`config.mk`:
```
export PLATFORM = sky130hd
export DESIGN_NAME = vga_hvsync_generator
export DESIGN_NICKNAME = d
export VERILOG_FILES = /design/src/rtl/vga_timing_pkg.sv /design/src/rtl/pixel_ce_divider.sv /design/src/rtl/vga_hvsync_generator.sv
export SDC_FILE = /design/constraint.sdc
export NUM_CORES = 1
export LEC_CHECK = 0
export CORE_MARGIN = 2
export CORE_UTILIZATION = 45
export DETAILED_ROUTE_END_ITERATION = 16
export PLACE_DENSITY = 0.83
export SLEW_MARGIN = 10
export SYNTH_ARGS = -nofsm -noshare
export SYNTH_HDL_FRONTEND = slang
export SYNTH_SLANG_ARGS = --single-unit
```
`constraint.sdc`:
```
create_clock -name board_clk -period 1.65 [get_ports board_clk]
set_input_delay 0.2475 -clock board_clk [delete_from_list [all_inputs] [get_ports board_clk]]
set_output_delay 0.2475 -clock board_clk [all_outputs]
set_load 0.005 [all_outputs]
```
`src/rtl/vga_timing_pkg.sv`:
```
// Shared timing constants for the 640x480@60 VGA sync generator.
// Holds the default porch/sync widths, derived totals and sync windows,
// the fixed counter width, and a small window-decode helper.
package vga_timing_pkg;

    localparam int CNT_W   = 10;
    localparam int CNT_MAX = 1 << CNT_W;

    localparam int H_ACTIVE_DEF = 640;
    localparam int H_FP_DEF     = 16;
    localparam int H_SYNC_DEF   = 96;
    localparam int H_BP_DEF     = 48;
    localparam int H_TOTAL_DEF  = H_ACTIVE_DEF + H_FP_DEF + H_SYNC_DEF + H_BP_DEF;

    localparam int V_ACTIVE_DEF = 480;
    localparam int V_FP_DEF     = 10;
    localparam int V_SYNC_DEF   = 2;
    localparam int V_BP_DEF     = 33;
    localparam int V_TOTAL_DEF  = V_ACTIVE_DEF + V_FP_DEF + V_SYNC_DEF + V_BP_DEF;

    localparam int H_SYNC_START_DEF = H_ACTIVE_DEF + H_FP_DEF;
    localparam int H_SYNC_END_DEF   = H_SYNC_START_DEF + H_SYNC_DEF;
    localparam int V_SYNC_START_DEF = V_ACTIVE_DEF + V_FP_DEF;
    localparam int V_SYNC_END_DEF   = V_SYNC_START_DEF + V_SYNC_DEF;

    // True when lo <= value < hi; used for display-area and sync windows.
    function automatic logic inWindow(input logic [CNT_W-1:0] value, input int lo, input int hi);
        int v;
        v = int'(value);
        return (v >= lo) && (v < hi);
    endfunction

endpackage

```
`src/rtl/pixel_ce_divider.sv`:
```
// Pixel clock-enable generator: divides board_clk by CLK_DIV and emits a
// registered one-cycle pulse on the last count of each period.
// With CLK_DIV=1 the pulse is held high continuously once out of reset.
module pixel_ce_divider #(
    parameter int CLK_DIV = 4
) (
    input  logic board_clk,
    input  logic reset,
    output logic pixel_ce
);

    localparam int              DIV_W    = (CLK_DIV > 1) ? $clog2(CLK_DIV) : 1;
    localparam logic [DIV_W-1:0] DIV_LAST = DIV_W'(CLK_DIV - 1);

    logic [DIV_W-1:0] div_q, div_d;
    logic             ce_q, ce_d;

    if (CLK_DIV < 1) begin : gBadDiv
        $error("pixel_ce_divider: CLK_DIV must be >= 1");
    end

    // Next divider count and the enable that goes with it, so pixel_ce is high exactly while the count sits on its last value.
    always_comb begin
        div_d = (div_q == DIV_LAST) ? '0 : div_q + DIV_W'(1);
        ce_d  = (div_d == DIV_LAST);
    end

    // Divider state and registered enable; both clear on reset.
    always_ff @(posedge board_clk or posedge reset) begin
        if (reset) begin
            div_q <= '0;
            ce_q  <= 1'b0;
        end else begin
            div_q <= div_d;
            ce_q  <= ce_d;
        end
    end

    assign pixel_ce = ce_q;

endmodule

```
`src/rtl/vga_hvsync_generator.sv`:
```
// 640x480@60 VGA timing generator with pixel/line counters, sync pulses and
// a display-area flag. All flags are decoded from the next counter values and
// registered together with the counters, so they line up with CounterX/Y.
// Optional feature: define HVSYNC_FRAME_STROBE_EN to add the frame_start
// output, a one-cycle pulse when the counters wrap back to (0,0).
module vga_hvsync_generator
    import vga_timing_pkg::*;
#(
    parameter int CLK_DIV  = 4,
    parameter int H_ACTIVE = H_ACTIVE_DEF,
    parameter int H_FP     = H_FP_DEF,
    parameter int H_SYNC   = H_SYNC_DEF,
    parameter int H_BP     = H_BP_DEF,
    parameter int V_ACTIVE = V_ACTIVE_DEF,
    parameter int V_FP     = V_FP_DEF,
    parameter int V_SYNC   = V_SYNC_DEF,
    parameter int V_BP     = V_BP_DEF,
    parameter bit HS_POL   = 1'b0,
    parameter bit VS_POL   = 1'b0
) (
    input  logic             board_clk,
    input  logic             reset,
    output logic             pixel_ce,
    output logic             vga_h_sync,
    output logic             vga_v_sync,
    output logic             inDisplayArea,
    output logic [CNT_W-1:0] CounterX,
    output logic [CNT_W-1:0] CounterY
`ifdef HVSYNC_FRAME_STROBE_EN
    ,
    output logic             frame_start
`endif
);

    localparam int H_TOTAL      = H_ACTIVE + H_FP + H_SYNC + H_BP;
    localparam int V_TOTAL      = V_ACTIVE + V_FP + V_SYNC + V_BP;
    localparam int H_SYNC_START = H_ACTIVE + H_FP;
    localparam int H_SYNC_END   = H_SYNC_START + H_SYNC;
    localparam int V_SYNC_START = V_ACTIVE + V_FP;
    localparam int V_SYNC_END   = V_SYNC_START + V_SYNC;

    localparam logic [CNT_W-1:0] H_LAST = CNT_W'(H_TOTAL - 1);
    localparam logic [CNT_W-1:0] V_LAST = CNT_W'(V_TOTAL - 1);

    if (H_TOTAL > CNT_MAX || V_TOTAL > CNT_MAX) begin : gBadTotals
        $error("vga_hvsync_generator: line/frame totals exceed 10-bit counters");
    end

    logic [CNT_W-1:0] x_q, x_d;
    logic [CNT_W-1:0] y_q, y_d;
    logic             hs_q, hs_d;
    logic             vs_q, vs_d;
    logic             disp_q, disp_d;
    logic             lineWrap;
    logic             frameWrap;

    pixel_ce_divider #(
        .CLK_DIV (CLK_DIV)
    ) uDivider (
        .board_clk (board_clk),
        .reset     (reset),
        .pixel_ce  (pixel_ce)
    );

    // Next counter position and the flags decoded from it, so the registered flags match the registered counters.
    always_comb begin
        x_d       = x_q;
        y_d       = y_q;
        lineWrap  = (x_q == H_LAST);
        frameWrap = lineWrap && (y_q == V_LAST);
        if (pixel_ce) begin
            if (lineWrap) begin
                x_d = '0;
                y_d = (y_q == V_LAST) ? '0 : y_q + CNT_W'(1);
            end else begin
                x_d = x_q + CNT_W'(1);
            end
        end
        hs_d   = inWindow(x_d, H_SYNC_START, H_SYNC_END) ? HS_POL : ~HS_POL;
        vs_d   = inWindow(y_d, V_SYNC_START, V_SYNC_END) ? VS_POL : ~VS_POL;
        disp_d = inWindow(x_d, 0, H_ACTIVE) && inWindow(y_d, 0, V_ACTIVE);
    end

    // Counter and flag registers; reset lands on the top-left pixel with syncs inactive.
    always_ff @(posedge board_clk or posedge reset) begin
        if (reset) begin
            x_q    <= '0;
            y_q    <= '0;
            hs_q   <= ~HS_POL;
            vs_q   <= ~VS_POL;
            disp_q <= 1'b1;
        end else begin
            x_q    <= x_d;
            y_q    <= y_d;
            hs_q   <= hs_d;
            vs_q   <= vs_d;
            disp_q <= disp_d;
        end
    end

    assign CounterX      = x_q;
    assign CounterY      = y_q;
    assign vga_h_sync    = hs_q;
    assign vga_v_sync    = vs_q;
    assign inDisplayArea = disp_q;

`ifdef HVSYNC_FRAME_STROBE_EN
    logic fs_q, fs_d;

    // Strobe for the cycle in which the counters have just wrapped to (0,0); reset itself never raises it.
    always_comb begin
        fs_d = pixel_ce && frameWrap;
    end

    // Frame strobe register.
    always_ff @(posedge board_clk or posedge reset) begin
        if (reset) begin
            fs_q <= 1'b0;
        end else begin
            fs_q <= fs_d;
        end
    end

    assign frame_start = fs_q;
`endif

endmodule

```
==> impl_metrics.csv, run 1 <==
group,metric,value,unit
status,run_status,"finished with violations",
status,violations,"negative setup slack",
logic_synthesis,async_flop_share,100,%
sta,slew_viol_final,0,
global_routing,grt_pass1_wl,6580,um
place,place_hpwl,2990,um
floorplanning,chipHeight,61.3,um
sta,skew,6.29,ps
floorplanning,rows,20,
logic_synthesis,synth_area_leader_cell,"dfrtp_1",
finish,layout_commonest_cell,"buf_4",
sta,worst_pin_slew,429,ps
critical_path,path_max_fanout,6,
global_routing,grt_overflow,0,
critical_path,critical_path_buf_inv_count,0,
logic_synthesis,synth.distinct_cells,44,
sta,relSlewSlack,71.0,%
critical_path,worstPathRequired,1900,ps
power,power_frac_comb,1.7,%
power,p_switching,0.000198,W
detailed_routing,wire_per_inst,15.3,um
logic_synthesis,synthDominantCellAreaShare,39.0,%
floorplanning,die-area,0.00376,mm^2
finish,drive_gt1_share,34.7,%
detailed_routing,wl,4120,um
floorplanning,start_util,48.0,%
logic_synthesis,postSynthCellCount,155,
hold_path,holdCritPathClass,"input pin to asynchronous set/reset pin",
clock_tree,hold_buffers,0,
detailed_routing,wl_met2,2210,um
power,power.leakage,1.17,nW
power,powerDensity,422,mW/mm^2
clock_tree,cts_tree,"done",
finish,area_growth,56.1,%
clock_tree,cts_buffers,3,
clock_tree,cts_buffer_depth,2,
global_routing,antenna_found_initial,0,
place,portBuffers,25,
place,dpl-instance-area,0.00205,mm^2
sta,worst_slack,-112,ps
sta,finalSetupViolCount,5,
global_routing,grt_max_degree,27,
logic_synthesis,ys_seq_elements,26,
finish,final_nets,233,
clock_tree,clk_pin_slew,140,ps
logic_synthesis,synth_ff_type,"dfrtp_1",
power,p_int,0.000776,W
critical_path,worst_path_largest_cell_delay,420,ps
global_routing,grt_pass1_vias,1484,
clock_tree,cts_root_buf,"clkbuf_4",
detailed_routing,post_drt_via_cell_ratio,5.52,
clock_tree,htreeDepth,1,
sta,finalHoldViolCount,0,
detailed_routing,wl_met3,176,um
logic_synthesis,synth_warnings,0,
logic_synthesis,synth_area_per_cell,9.53,um^2
place,place.gp.congestion,0.923,
floorplanning,io_pins,26,
finish,diodes,0,
floorplanning,die_x,61.3,um
detailed_routing,antenna_left,0,
critical_path,worstPathArrival,2020,ps
floorplanning,core-area,0.00308,mm^2
critical_path,crit_type,"register to register",
logic_synthesis,synth-seq-area-share,44.3,%
global_routing,grt.total_usage,23.8,%
detailed_routing,drcViolationCount,0,
run,drv_cap,0,
logic_synthesis,synth_edf_count,0,
critical_path,r2r-start,"CounterX[1]",
sta,period_share,107,%
critical_path,startpoint_type,"register",
critical_path,cp-startpoint,"CounterX[1]",
detailed_routing,top_layer,"met4",
clock_tree,clk_latency,320,ps
power,max-vdd-ir-drop,0.311,mV
critical_path,cp-end-kind,"register",
detailed_routing,drtPass1Iterations,4,
detailed_routing,drt_iter0_drc,50,
finish,fin_area,0.00231,mm^2
finish,final_cells,269,
critical_path,slowest_stage,"dfrtp_1",
detailed_routing,wl_met1,1620,um
sta,rsz0062_at_grt,"yes",
critical_path,worstPathCellList,"ha_4 > and4b_2 > nand4_4 > or3_4 > o211a_1 > a211oi_2",
power,p_seq_share,65.4,%
sta,fmax,0.567,GHz
critical_path,reg2reg_depth,6,
finish,mostFrequentLayoutCells,"34 x buf_4, 22 x dfrtp_1, 15 x nand2_1",
critical_path,crit_family,"simple AND/OR/NAND/NOR gates",
logic_synthesis,synthesis.nets,162,
clock_tree,numClockSinks,26,
power,switching_share,20.4,%
critical_path,crit_cells,6,
logic_synthesis,synth_area_leaders,"dfrtp_1 39%, dfstp_2 5.3%, ha_1 4.2%, nand2_1 3.8%, nor2_1 3.6%",
logic_synthesis,synth_area,0.00148,mm^2
place,place_ws,-169,ps
detailed_routing,via_count,1486,
sta,period_minus_slack,1760,ps
power,p_clk_share,32.9,%
place,place_inst,255,
sta,fin_tns_setup,-387,ps
[cells in the mapped netlist (2+ instances only)]
cell type   n
o211a_1     2
nand2b_1    2
inv_1      11
nand4_1     4
nand2_1    15
nor2_1     14
nand4b_1    2
a22oi_1     2
a31oi_1     2
dfrtp_1    23
o21ai_0    10
nand4_2     2
or3_1       4
and3_1      3
nand3_1     9
a22o_1      2
and2_1      2
nor3_1      4
dfstp_2     3
ha_1        5
xnor2_1     6
xor2_1      6
[kinds of logic after synthesis]
| kind of cell | share of synthesized area (%) |
|---|---|
| AOI/OAI and AO/OA | 13.6 |
| xor gates and xnor gates | 7.11 |
| adders and majority gates | 4.23 |
| buffers and inverters | 4.49 |
| DFF | 44.3 |
| muxes | 0.762 |
| and+or+nand+nor | 25.5 |
[flip-flops by register name, indices dropped and copies added, names as in the netlist]
| register | flops |
|---|---|
| inDisplayArea | 1 |
| uDivider.pixel_ce | 1 |
| CounterY | 10 |
| uDivider.div_q | 2 |
| vga_v_sync | 1 |
| CounterX | 10 |
| vga_h_sync | 1 |
[worst min-delay path, delay by kind of cell]
| family | cells | cell delay [ps] |
|---|---|---|
| buf+inv | 3 | 740 |
[worst paths after layout]
check | to | slack (ps)
worst max-delay path | inDisplayArea | -110
worst min-delay path | CounterX[1] | 260
worst max register to register | inDisplayArea | -110
worst min register to register | uDivider.div_q[0] | 470
max in group asynchronous | vga_v_sync | 1100
min in group board_clk | uDivider.div_q[0] | 470
[final cells by class]
cell class / instances / area, um^2
timing repair buffer: 70 / 648
inverter: 11 / 41.3
fill: 217 / 771
clock buffer: 4 / 36.3
tap: 44 / 55.1
multi-input combinational: 114 / 871
sequential: 26 / 656
[what timing repair did]
| item | in CTS | in global routing |
|---|---|---|
| endpoints found under the setup margin | 13 | 22 |
| pin swaps | 9 | 4 |
| hold endpoints to repair | 0 | 0 |
| setup buffers | 5 | 5 |
| resized for setup | 22 | 28 |
| cloned | 0 | 0 |
[through the flow]
stage	total power [W]	hold WS, ps	utilization (%)
global route	0.00102	261	75.0
floorplan	0.000659	285	-
finish	0.000975	258	75.0
CTS	0.000986	259	70.9
global placement	0.000666	438	66.5
detailed placement	0.000667	461	66.5
[power by group through the flow]
stage | sequential [W] | combinational (W) | clock, W
6_report | 0.000638 | 0.0000161 | 0.000321
5_1_grt | 0.000638 | 0.0000187 | 0.000365
4_1_cts | 0.000638 | 0.0000173 | 0.000331
3_5_place_dp | 0.000649 | 0.0000172 | 0
3_3_place_gp | 0.000649 | 0.0000169 | 0
2_1_floorplan | 0.000649 | 0.00000940 | 0
[routing by layer]
layer | global-route usage (%) | vias to the layer above
li1 | - | 695
met1 | 27.6 | 715
met2 | 43.6 | 62
met3 | 2.10 | 14
met4 | 11.5 | 0
met5 | 0 | -
Note: power is estimated with default switching activity, not from simulation.
==> inputs of run 2 (changes only) <==
Settings changed: ABC_CLOCK_PERIOD_IN_PS from default to 1650, GPL_TIMING_DRIVEN from default to 0.
==> impl_metrics.csv, run 2 (synthesis gave the netlist of run 1 again) <==
group,metric,value,unit
status,run_status,"finished with violations",
status,violations,"negative setup slack",
clock_tree,htreeDepth,1,
critical_path,slowest_stage,"dfrtp_1",
power,powerDensity,511,mW/mm^2
critical_path,timing.rr.end,"vga_v_sync",
finish,final_cells,246,
finish,layout_commonest_cell,"clkdlybuf4s50_1",
sta,fmax,0.540,GHz
global_routing,antenna_found_initial,0,
detailed_routing,antenna_left,0,
sta,finalHoldViolCount,0,
critical_path,cp-end-kind,"register",
global_routing,grt_pass1_vias,1412,
floorplanning,chipHeight,61.3,um
floorplanning,io_pins,26,
critical_path,ff2ff_setup_slack,-200,ps
power,p_switching,0.000214,W
global_routing,grt.total_usage,22.5,%
place,place_ws,-306,ps
sta,finalSetupViolCount,8,
sta,fin_tns_setup,-934,ps
finish,area_growth,45.7,%
global_routing,grt_max_degree,27,
floorplanning,rows,20,
power,switching_share,19.5,%
floorplanning,die_x,61.3,um
detailed_routing,drcViolationCount,0,
clock_tree,clk_latency,340,ps
hold_path,holdCritPathClass,"input pin to asynchronous set/reset pin",
run,drv_cap,0,
critical_path,worst_path_largest_cell_delay,440,ps
power,finalPower,0.00110,W
detailed_routing,drtPass1Iterations,4,
detailed_routing,wire_per_inst,16.3,um
place,place_hpwl,2370,um
sta,skew,6.67,ps
power,p_seq_share,58.0,%
finish,mostFrequentLayoutCells,"21 x clkdlybuf4s50_1, 15 x buf_4, 14 x nand2_1",
place,portBuffers,25,
finish,final_nets,210,
power,p_clk_share,40.7,%
clock_tree,cts_buffer_depth,2,
sta,period_share,112,%
critical_path,crit_type,"register to register",
finish,drive_gt1_share,35.1,%
detailed_routing,post_drt_via_cell_ratio,5.72,
power,p_int,0.000886,W
global_routing,grt_pass1_wl,6260,um
detailed_routing,via_count,1408,
critical_path,cp-startpoint,"CounterX[0]",
global_routing,grt_overflow,0,
clock_tree,hold_buffers,0,
power,power.leakage,0.928,nW
critical_path,worstPathRequired,1910,ps
critical_path,reg2reg_depth,7,
finish,diodes,0,
critical_path,path_max_fanout,7,
place,place_inst,224,
power,power_frac_comb,1.3,%
detailed_routing,drt_iter0_drc,103,
clock_tree,clk_pin_slew,150,ps
detailed_routing,wl,4000,um
sta,worst_slack,-203,ps
critical_path,r2r-start,"CounterX[0]",
critical_path,crit_family,"simple AND/OR/NAND/NOR gates",
floorplanning,die-area,0.00376,mm^2
sta,relSlewSlack,33.6,%
clock_tree,cts_root_buf,"clkbuf_4",
clock_tree,cts_buffers,3,
finish,utilization,70.0,%
sta,period_minus_slack,1850,ps
clock_tree,numClockSinks,26,
critical_path,worstPathCellList,"ha_4 > and4b_2 > and3_4 > buf_8 > nand4b_1 > a22oi_2 > nand4_1",
floorplanning,start_util,48.0,%
critical_path,startpoint_type,"register",
sta,rsz0062_at_grt,"yes",
critical_path,critical_path_buf_inv_count,1,
sta,slew_viol_final,0,
critical_path,worstPathArrival,2110,ps
power,max-vdd-ir-drop,0.537,mV
place,place.gp.congestion,0.880,
sta,worst_pin_slew,995,ps
clock_tree,cts_tree,"done",
floorplanning,core-area,0.00308,mm^2
[run 2: how the worst max path moves through the flow]
stage | endpoint | slack [ps] | cells past startpoint
3_5_place_dp | vga_v_sync | -310 | 7
3_3_place_gp | vga_v_sync | -260 | 7
4_1_cts | vga_v_sync | -160 | 7
5_1_grt | inDisplayArea | -270 | 6
6_report | vga_v_sync | -200 | 7
2_1_floorplan | inDisplayArea | -90 | 6
[run 2: final cells by class]
class / count / area [um^2]
buffer: 4 / 37.5
clock buffer: 3 / 22.5
clock inverter: 1 / 30.0
fill: 225 / 925
inverter: 11 / 41.3
multi-input combinational: 114 / 890
sequential: 26 / 671
tap: 44 / 55.1
timing repair buffer: 43 / 407
[run 2: power groups by stage]
stage	Sequential [W]	Clock, W	Combinational, W
after global placement	0.000649	0	0.0000152
after global routing	0.000638	0.000475	0.0000177
after detailed placement	0.000649	0	0.0000156
after floorplan	0.000649	0	0.00000940
after CTS	0.000638	0.000457	0.0000153
final	0.000638	0.000448	0.0000145
[run 2: metrics by stage]
stage / instance area (um^2) / hold WS (ps)
after detailed placement: 1810 / 464
after global routing: 2150 / 517
final: 2150 / 427
after global placement: 1810 / 439
after CTS: 2030 / 448
after floorplan: 1510 / 285
[run 2: timing repair]
action	CTS	global route
setup buffers	11	7
endpoints found under the setup margin	16	25
resized for setup	19	33
pin swaps	9	3
[run 2: layer usage]
layer	global-route usage [%]	up-vias	wire length, um
met1	27.8	703	1600
met3	4.83	9	210
met4	7.45	0	51
met2	38.9	48	2140
met5	0	-	0
li1	-	648	-
[run 2: worst reg2reg max path: stages, from the launching register on]
cell,delay (ps)
dfrtp_1,440
ha_4,170
and4b_2,340
and3_4,220
buf_8,120
nand4b_1,130
a22oi_2,240
nand4_1,110
==> inputs of run 3 (changes only) <==
Settings changed: HOLD_SLACK_MARGIN from default to 0.03, PLACE_DENSITY 0.83 to 0.81.
==> impl_metrics.csv, run 3 (synthesis gave the netlist of run 1 again) <==
group,metric,value,unit
global_routing,grt_max_degree,27,
floorplanning,die_x,61.3,um
detailed_routing,wl,3830,um
detailed_routing,drt_iter0_drc,64,
clock_tree,hold_buffers,0,
clock_tree,numClockSinks,26,
detailed_routing,via_count,1386,
global_routing,grt_pass1_vias,1400,
place,dpl-instance-area,0.00181,mm^2
detailed_routing,top_layer,"met4",
sta,rsz0062_at_grt,"yes",
critical_path,path_max_fanout,6,
detailed_routing,wl_met1,1600,um
clock_tree,cts_tree,"done",
floorplanning,die-area,0.00376,mm^2
critical_path,cp-end-kind,"register",
floorplanning,io_pins,26,
critical_path,crit_type,"register to register",
global_routing,antenna_found_initial,0,
clock_tree,htreeDepth,1,
clock_tree,cts_root_buf,"clkbuf_4",
place,place.gp.congestion,0.867,
sta,worst_slack,-206,ps
sta,relSlewSlack,34.5,%
finish,final_cells,248,
clock_tree,clk_latency,330,ps
hold_path,holdCritPathClass,"input pin to asynchronous set/reset pin",
critical_path,worstPathArrival,2090,ps
power,power.leakage,0.896,nW
clock_tree,cts_buffers,3,
global_routing,grt_overflow,0,
clock_tree,clk_pin_slew,150,ps
power,max-vdd-ir-drop,0.251,mV
sta,worst_pin_slew,981,ps
detailed_routing,drcViolationCount,0,
sta,whs,420,ps
place,place_inst,224,
detailed_routing,wire_per_inst,15.5,um
status,run_status,"finished with violations",
finish,mostFrequentLayoutCells,"24 x clkdlybuf4s50_1, 19 x buf_4, 14 x dfrtp_1, 14 x nand2_1",
run,drv_cap,0,
sta,period_minus_slack,1860,ps
detailed_routing,wl_met3,172,um
floorplanning,start_util,48.0,%
finish,area_growth,43.9,%
sta,finalSetupViolCount,9,
critical_path,startpoint_type,"register",
sta,slew_viol_final,0,
finish,utilization,69.1,%
clock_tree,cts_buffer_depth,2,
place,place_hpwl,2430,um
detailed_routing,drtPass1Iterations,4,
sta,skew,22.3,ps
finish,layout_commonest_cell,"clkdlybuf4s50_1",
finish,diodes,0,
floorplanning,chipHeight,61.3,um
finish,final_nets,212,
finish,drive_gt1_share,32.8,%
status,violations,"negative setup slack",
detailed_routing,wl_met2,2000,um
sta,finalHoldViolCount,0,
place,portBuffers,25,
floorplanning,rows,20,
global_routing,grt_pass1_wl,6220,um
detailed_routing,antenna_left,0,
power,powerDensity,441,mW/mm^2
finish,fin_area,0.00213,mm^2
finish,fill_cells,254,
critical_path,worstPathRequired,1890,ps
sta,fmax,0.539,GHz
sta,period_share,113,%
floorplanning,core-area,0.00308,mm^2
detailed_routing,post_drt_via_cell_ratio,5.59,
global_routing,grt.total_usage,22.4,%
[run 3: report_power, final]
group	internal (W)	switching, W
sequential	0.000638	0
combinational	0.00000217	0.0000121
clock	0.0000948	0.000191
total	0.000735	0.000203
[run 3: metal layers]
layer	vias to the layer above	GRT usage, %
met5	-	0
met4	0	8.39
met3	8	4.41
met2	49	40.1
met1	677	26.3
li1	652	-
[run 3: final timing paths]
| kind | end | slack (ps) | cells past startpoint | start |
|---|---|---|---|---|
| max in group asynchronous | CounterY[8] | 550 | 2 | reset |
| hold reg to reg | uDivider.div_q[0] | 460 | 1 | uDivider.div_q[0] |
| setup reg to reg | inDisplayArea | -210 | 6 | CounterX[0] |
| setup / recovery | inDisplayArea | -210 | 6 | CounterX[0] |
| hold / removal | CounterX[2] | 420 | 2 | reset |
| min in group board_clk | uDivider.div_q[0] | 460 | 1 | uDivider.div_q[0] |
[run 3: final cells by class]
cell class                 instances  area (um^2)  area share [%]
timing repair buffer              46          418            19.7
multi-input combinational        114          886            41.7
sequential                        26          666            31.3
inverter                          11         41.3            1.94
buffer                             3         33.8            1.59
tap                               44         55.1            2.59
clock buffer                       4         26.3            1.24
[run 3: what timing repair did]
action                                  in CTS  in global routing
endpoints found under the setup margin      15                 24
pin swaps                                   10                  9
gates resized for setup                     24                 21
buffers inserted                            14                  7
[run 3: stage by stage]
step	setup TNS (ps)	power (W)	setup slack, ps
2_1_floorplan	-222	0.000659	-94.3
3_3_place_gp	-1130	0.000665	-293
3_5_place_dp	-1390	0.000665	-319
4_1_cts	-574	0.000943	-187
5_1_grt	-1920	0.000971	-256
6_report	-974	0.000937	-206
[run 3: critical path, stage by stage, from the launching register on]
cell and delay [ps]:
dfrtp_1 440, ha_4 160, and4b_2 330, nand4_4 130, or3_4 360, o211a_1 140
a211oi_2 200
